`config.mk`:
```
export PLATFORM = sky130hd
export DESIGN_NAME = riscv_div_unit
export DESIGN_NICKNAME = d
export VERILOG_FILES = /design/src/rtl/riscv_div_pkg.sv /design/src/rtl/riscv_div_step.sv /design/src/rtl/riscv_div_unit.sv
export SDC_FILE = /design/constraint.sdc
export NUM_CORES = 1
export LEC_CHECK = 0
export ABC_CLOCK_PERIOD_IN_PS = 5400
export CORE_UTILIZATION = 60
export DETAILED_ROUTE_END_ITERATION = 8
export HOLD_SLACK_MARGIN = 0.08
export PLACE_DENSITY = 0.89
export RECOVER_POWER = 25
export SYNTH_ARGS = -nofsm -noshare
export SYNTH_HDL_FRONTEND = slang
export SYNTH_SLANG_ARGS = --single-unit
```
`constraint.sdc`:
```
create_clock -name clk -period 5.4 [get_ports clk]
set_input_delay 1.08 -clock clk [delete_from_list [all_inputs] [get_ports clk]]
set_output_delay 1.08 -clock clk [all_outputs]
set_load 0.01 [all_outputs]
```
`src/rtl/riscv_div_pkg.sv`:
```
// Shared definitions for the RV32M divide/remainder unit:
// operation encodings, FSM state type and default operand width.
`timescale 1ns/1ps
package riscv_div_pkg;

  localparam int DIV_XLEN_DEFAULT = 32;

  localparam logic [1:0] DIV_OP_DIV  = 2'b00;
  localparam logic [1:0] DIV_OP_DIVU = 2'b01;
  localparam logic [1:0] DIV_OP_REM  = 2'b10;
  localparam logic [1:0] DIV_OP_REMU = 2'b11;

  typedef enum logic [1:0] {
    DIV_IDLE = 2'b00,
    DIV_PREP = 2'b01,
    DIV_CALC = 2'b10,
    DIV_DONE = 2'b11
  } div_state_e;

endpackage

```
`src/rtl/riscv_div_step.sv`:
```
// One restoring-division step: shift {rem,quo} left by one, trial-subtract
// the divisor from the widened remainder and keep the difference when no
// borrow occurs.
//
// The subtract is XLEN+1 bits wide. Because the incoming remainder is always
// below the divisor, a non-negative difference never reaches bit XLEN, so
// the top bit of the XLEN+1-bit result is exactly the borrow.
`timescale 1ns/1ps
module riscv_div_step #(
  parameter int XLEN = 32
) (
  input  logic [XLEN-1:0] rem,
  input  logic [XLEN-1:0] quo,
  input  logic [XLEN-1:0] divisor,
  output logic [XLEN-1:0] rem_next,
  output logic [XLEN-1:0] quo_next
);

  logic [XLEN:0] shifted;
  logic [XLEN:0] trial;
  logic          borrow;

  // Shift, trial-subtract, and restore on borrow.
  always_comb begin
    shifted  = {rem, quo[XLEN-1]};
    trial    = shifted - {1'b0, divisor};
    borrow   = trial[XLEN];
    rem_next = borrow ? shifted[XLEN-1:0] : trial[XLEN-1:0];
    quo_next = {quo[XLEN-2:0], ~borrow};
  end

endmodule

```
`src/rtl/riscv_div_unit.sv`:
```
// Multi-cycle RV32M DIV/DIVU/REM/REMU unit (restoring, one quotient bit per
// cycle). FSM: IDLE -> PREP -> CALC (XLEN cycles) -> DONE -> IDLE.
// Signed operations divide magnitudes and fix the signs on the way into DONE.
// Divide-by-zero and signed overflow results are fixed in PREP.
//
// Optional macro RISCV_DIV_FAST_SPECIAL_EN: special cases, and |a| < |b|,
// skip CALC and go straight from PREP to DONE.
`timescale 1ns/1ps
module riscv_div_unit
  import riscv_div_pkg::*;
#(
  parameter int XLEN = DIV_XLEN_DEFAULT
) (
  input  logic            clk,
  input  logic            rst_n,
  input  logic            start_i,
  input  logic [1:0]      op_i,
  input  logic [XLEN-1:0] a_i,
  input  logic [XLEN-1:0] b_i,
  output logic            busy_o,
  output logic            valid_o,
  output logic [XLEN-1:0] result_o
);

  localparam int CNT_W = (XLEN > 2) ? $clog2(XLEN) : 1;

  div_state_e       state;
  logic [1:0]       op_q;
  logic [XLEN-1:0]  a_q;
  logic [XLEN-1:0]  b_q;
  logic [XLEN-1:0]  rem_q;
  logic [XLEN-1:0]  quo_q;
  logic [XLEN-1:0]  div_q;
  logic [CNT_W-1:0] cnt;
  logic             q_neg;
  logic             r_neg;
  logic             spec_q;
  logic [XLEN-1:0]  spec_res_q;

  logic             signed_op;
  logic             is_rem;
  logic             a_neg;
  logic             b_neg;
  logic [XLEN-1:0]  a_abs;
  logic [XLEN-1:0]  b_abs;
  logic             special;
  logic [XLEN-1:0]  special_res;
  logic [XLEN-1:0]  rem_nxt;
  logic [XLEN-1:0]  quo_nxt;
`ifdef RISCV_DIV_FAST_SPECIAL_EN
  logic             small;
`endif

  // Two's-complement sign fix-up of the magnitude result, then op select.
  function automatic logic [XLEN-1:0] finalize(input logic [XLEN-1:0] quo,
                                               input logic [XLEN-1:0] rem,
                                               input logic            sel_rem,
                                               input logic            neg_q,
                                               input logic            neg_r);
    logic [XLEN-1:0] res;
    if (sel_rem) res = neg_r ? (~rem + 1'b1) : rem;
    else         res = neg_q ? (~quo + 1'b1) : quo;
    return res;
  endfunction

  assign busy_o = (state != DIV_IDLE);

  // Operand magnitudes and special-case detection from latched operands.
  always_comb begin
    signed_op = ~op_q[0];
    is_rem    = op_q[1];
    a_neg     = signed_op & a_q[XLEN-1];
    b_neg     = signed_op & b_q[XLEN-1];
    a_abs     = a_neg ? (~a_q + 1'b1) : a_q;
    b_abs     = b_neg ? (~b_q + 1'b1) : b_q;
    special     = 1'b0;
    special_res = '0;
    if (b_q == '0) begin
      special     = 1'b1;
      special_res = is_rem ? a_q : '1;
    end else if (signed_op && (a_q == {1'b1, {(XLEN-1){1'b0}}}) && (b_q == '1)) begin
      special     = 1'b1;
      special_res = is_rem ? '0 : a_q;
    end
`ifdef RISCV_DIV_FAST_SPECIAL_EN
    small = (a_abs < b_abs);
`endif
  end

  riscv_div_step #(.XLEN(XLEN)) u_step (
    .rem      (rem_q),
    .quo      (quo_q),
    .divisor  (div_q),
    .rem_next (rem_nxt),
    .quo_next (quo_nxt)
  );

  // FSM, iteration state and registered outputs.
  always_ff @(posedge clk) begin
    if (!rst_n) begin
      state      <= DIV_IDLE;
      op_q       <= '0;
      a_q        <= '0;
      b_q        <= '0;
      rem_q      <= '0;
      quo_q      <= '0;
      div_q      <= '0;
      cnt        <= '0;
      q_neg      <= 1'b0;
      r_neg      <= 1'b0;
      spec_q     <= 1'b0;
      spec_res_q <= '0;
      valid_o    <= 1'b0;
      result_o   <= '0;
    end else begin
      case (state)
        DIV_IDLE: begin
          valid_o <= 1'b0;
          if (start_i) begin
            op_q  <= op_i;
            a_q   <= a_i;
            b_q   <= b_i;
            state <= DIV_PREP;
          end
        end
        DIV_PREP: begin
          q_neg      <= a_neg ^ b_neg;
          r_neg      <= a_neg;
          quo_q      <= a_abs;
          rem_q      <= '0;
          div_q      <= b_abs;
          cnt        <= CNT_W'(XLEN - 1);
          spec_q     <= special;
          spec_res_q <= special_res;
`ifdef RISCV_DIV_FAST_SPECIAL_EN
          if (special || small) begin
            state    <= DIV_DONE;
            valid_o  <= 1'b1;
            result_o <= special ? special_res : (is_rem ? a_q : '0);
          end else begin
            state <= DIV_CALC;
          end
`else
          state <= DIV_CALC;
`endif
        end
        DIV_CALC: begin
          rem_q <= rem_nxt;
          quo_q <= quo_nxt;
          cnt   <= cnt - 1'b1;
          if (cnt == '0) begin
            state    <= DIV_DONE;
            valid_o  <= 1'b1;
            result_o <= spec_q ? spec_res_q
                                : finalize(quo_nxt, rem_nxt, is_rem, q_neg, r_neg);
          end
        end
        DIV_DONE: begin
          valid_o <= 1'b0;
          state   <= DIV_IDLE;
        end
        default: state <= DIV_IDLE;
      endcase
    end
  end

endmodule

```
==> impl_metrics.yaml <==
timing:
  setup_slack_ns: 0.611
  skew_ns: 0.0120
  drv_slew: 205
  final_hold_viol_count: 0
  slew_headroom_pct: -105
  rsz0062_at_grt: "false"
  min_period_ns: 4.79
  worst_pin_slew_ns: 3.07
  setup-tns-final_ns: 0
  setup_viol: 0
  min_period_over_period_pct: 88.7
  fmax_ghz: 0.209
critical_path:
  reg2reg_depth: 19
  reg2reg_setup_slack_ns: 0.61
  timing.rr.start: "quo_q[31]$_SDFFE_PN0P_"
  critical-path-max-stage-delay_ns: 0.71
  arrival_ns: 5.21
  path_cells: "inv_1 -> ha_1 -> inv_1 -> fa_1 -> nand3_2 -> a211oi_2 -> o21ai_2 -> a211o_1 -> a211oi_4 -> inv_2 -> a21oi_1 -> ha_1 -> o21ai_0 -> nor4_1 -> a21oi_1 -> nor4_2 -> o21ai_0 -> a31oi_1 -> o211ai_1"
  path_max_fanout: 10
  worstSetupEndpointType: "flip-flop"
  cp_slowest_cell: "nor4_2"
  reg2reg_to: "result_o[20]$_SDFFE_PN0P_"
  cp-start-kind: "flip-flop"
  crit_type: "reg -> reg"
  cp.required_ns: 5.82
logic_synthesis:
  synth_warnings: 0
  syn_inst: 2012
  synth.distinct_cells: 93
  synthArstFlopShare_pct: 0
  ys_ff_latch: 237
  netlist_area_mm2: 0.0152
  synthFlopType: "dfxtp_1"
  synth_edf_count: 0
  avgSynthCellArea_um2: 7.57
  yosysSeqAreaShare_pct: 31.2
  syn_nets: 2125
route:
  dr_total_vias: 15309
  routed_via_density: 6.46
  drtAntennaViolNets: 0
  first_iter_violations: 1725
  first_pass_iters: 6
  routedWlPerCell_um: 20.0
  drc: 0
  wl_um: 47300
worst_hold_path:
  worstHoldPathCells: 2
  hold_path_class: "reg -> reg"
  holdPathEnd: "result_o[10]$_SDFFE_PN0P_"
  min_from: "result_o[10]$_SDFFE_PN0P_"
placement:
  port-buffer-count: 102
  hpwlAfterDp_um: 33800
  gp_congestion: 0.944
  post-place-ws_ns: 0.735
global_route:
  track_usage_pct: 35.8
  grt_pass1_wl_um: 74800
  grt_max_degree: 74
  grt_pass1_vias: 13739
  overflow: 0
  antenna_found_initial: 0
floorplan:
  chipWidth_um: 161
  core-area_mm2: 0.0246
  die_area_mm2: 0.0260
  initial_core_util_pct: 61.9
  die_h_um: 161
  ioPinCount: 103
  fp-row-count: 57
clock_tree:
  clkTransAtPathRegs_ns: 0.06
  postCtsSetupBuffers: 0
  cts_resized: 0
  clockBufferDepth: 3
  cts_buffers: 26
  cts-root-buf: "clkbuf_16"
  cts.htree.levels: 1
  hold_buffers: 0
  cts.sinks: 237
  cts_tree: "built"
  clk-insertion-delay-late_ns: 0.55
finish:
  antenna_cells: 0
  seq_area_mm2: 0.00474
  area_growth_pct: 12.4
  fin_nets: 2138
  nFillCells: 1994
  drive_gt1_share_pct: 4.50
  multi_input_area_mm2: 0.00969
run_status:
  failed_checks: "max-capacitance violations, max-slew violations"
  status: "complete, but fails checks"
pwr:
  vdd_drop_max_uv: 388
  p_leak_uw: 0.00658
  pwr_density_cell_mw_per_mm2: 483
job:
  drv_cap: 3
how the worst max path moves through the flow:
stage / cells past startpoint / start / slack [ns] / endpoint
after floorplan: 22 / quo_q[31]$_SDFFE_PN0P_ / 0.84 / result_o[20]$_SDFFE_PN0P_
after global routing: 19 / quo_q[31]$_SDFFE_PN0P_ / 0.26 / result_o[20]$_SDFFE_PN0P_
after detailed placement: 19 / quo_q[31]$_SDFFE_PN0P_ / 0.73 / result_o[20]$_SDFFE_PN0P_
after CTS: 19 / quo_q[31]$_SDFFE_PN0P_ / 0.69 / result_o[20]$_SDFFE_PN0P_
after global placement: 19 / quo_q[31]$_SDFFE_PN0P_ / 0.84 / result_o[20]$_SDFFE_PN0P_
final: 19 / quo_q[31]$_SDFFE_PN0P_ / 0.61 / result_o[20]$_SDFFE_PN0P_
registers in the layout, indices dropped and copies added (netlist names), 5 cells and up:
register	count
quo_q	32
cnt	5
div_q	32
b_q	32
a_q	32
result_o	32
spec_res_q	32
rem_q	32
layout make-up:
| class | instances | share of cell area [%] |
|---|---|---|
| Clock buffer | 34 | 4.33 |
| Sequential cell | 237 | 27.7 |
| Multi-Input combinational cell | 1569 | 56.6 |
| Tap cell | 324 | 2.37 |
| Timing Repair Buffer | 118 | 6.61 |
| Clock inverter | 13 | 0.804 |
| Inverter | 73 | 1.60 |
cells by family after synthesis:
kind of cell,synth area share [%]
muxes,3.80
adders and majority gates,3.66
DFF,31.2
AOI/OAI and AO/OA,27.4
and+or+nand+nor,22.4
buffers and inverters,5.26
xor gates and xnor gates,6.33
cells in the mapped netlist (18+ instances only):
| cell type | count | area, um^2 |
|---|---|---|
| o211ai_1 | 19 | 143 |
| o31ai_1 | 25 | 188 |
| nor3_1 | 38 | 190 |
| nand4_1 | 25 | 156 |
| or3_1 | 27 | 169 |
| a21o_1 | 20 | 150 |
| clkbuf_1 | 106 | 398 |
| xnor2_1 | 64 | 561 |
| a211oi_1 | 21 | 158 |
| a21oi_1 | 134 | 671 |
| mux2i_1 | 50 | 500 |
| nand2_1 | 299 | 1120 |
| nor4_1 | 20 | 125 |
| dfxtp_1 | 237 | 4740 |
| nor2_1 | 178 | 668 |
| o21ai_0 | 154 | 771 |
| o21a_1 | 18 | 135 |
| o211a_1 | 30 | 300 |
| ha_1 | 43 | 538 |
| nand3_1 | 32 | 160 |
| a21boi_0 | 99 | 743 |
| inv_1 | 69 | 259 |
| nand2b_1 | 46 | 288 |
| xor2_1 | 46 | 403 |
routing by layer:
metal	vias up	wire [um]	track usage [%]
li1	7171	-	-
met1	7128	20200	51.3
met2	887	20700	54.7
met3	123	4930	5.55
met4	0	1500	11.8
met5	-	0	0
where the power goes:
group | switching (uW) | total, uW | internal [uW]
registers | 329 | 2350 | 2020
logic | 2650 | 4090 | 1440
clock network | 768 | 1830 | 1060
total | 3750 | 8270 | 4520
cells in the final DEF (no fill, tap or decap), types with 50 or more instances in the layout:
master           count
a21boi_0            99
inv_1               69
mux2i_1             50
o21ai_0            154
dfxtp_1            237
clkdlybuf4s50_1     82
xnor2_1             64
nand2_1            298
a21oi_1            134
nor2_1             178
critical path: cells and delay by family, from the launching register on:
kind,cells,cell delay (ns)
buf+inv,3,0.31
flops,1,0.39
fa+ha+maj,3,0.67
compound gates,10,2.24
simple gates,3,1.05
metrics by stage:
stage	hold WS [ns]	power, uW	instance area (um^2)	util, %	instances
global placement	0.450	6170	16300	66.1	2321
detailed placement	0.456	6270	16300	66.1	2321
global route	0.481	8700	17100	69.6	2368
CTS	0.462	8110	17100	69.6	2368
floorplan	0.449	5190	15200	-	2012
finish	0.458	8270	17100	69.6	2368
(Power assumes the default switching activity.)
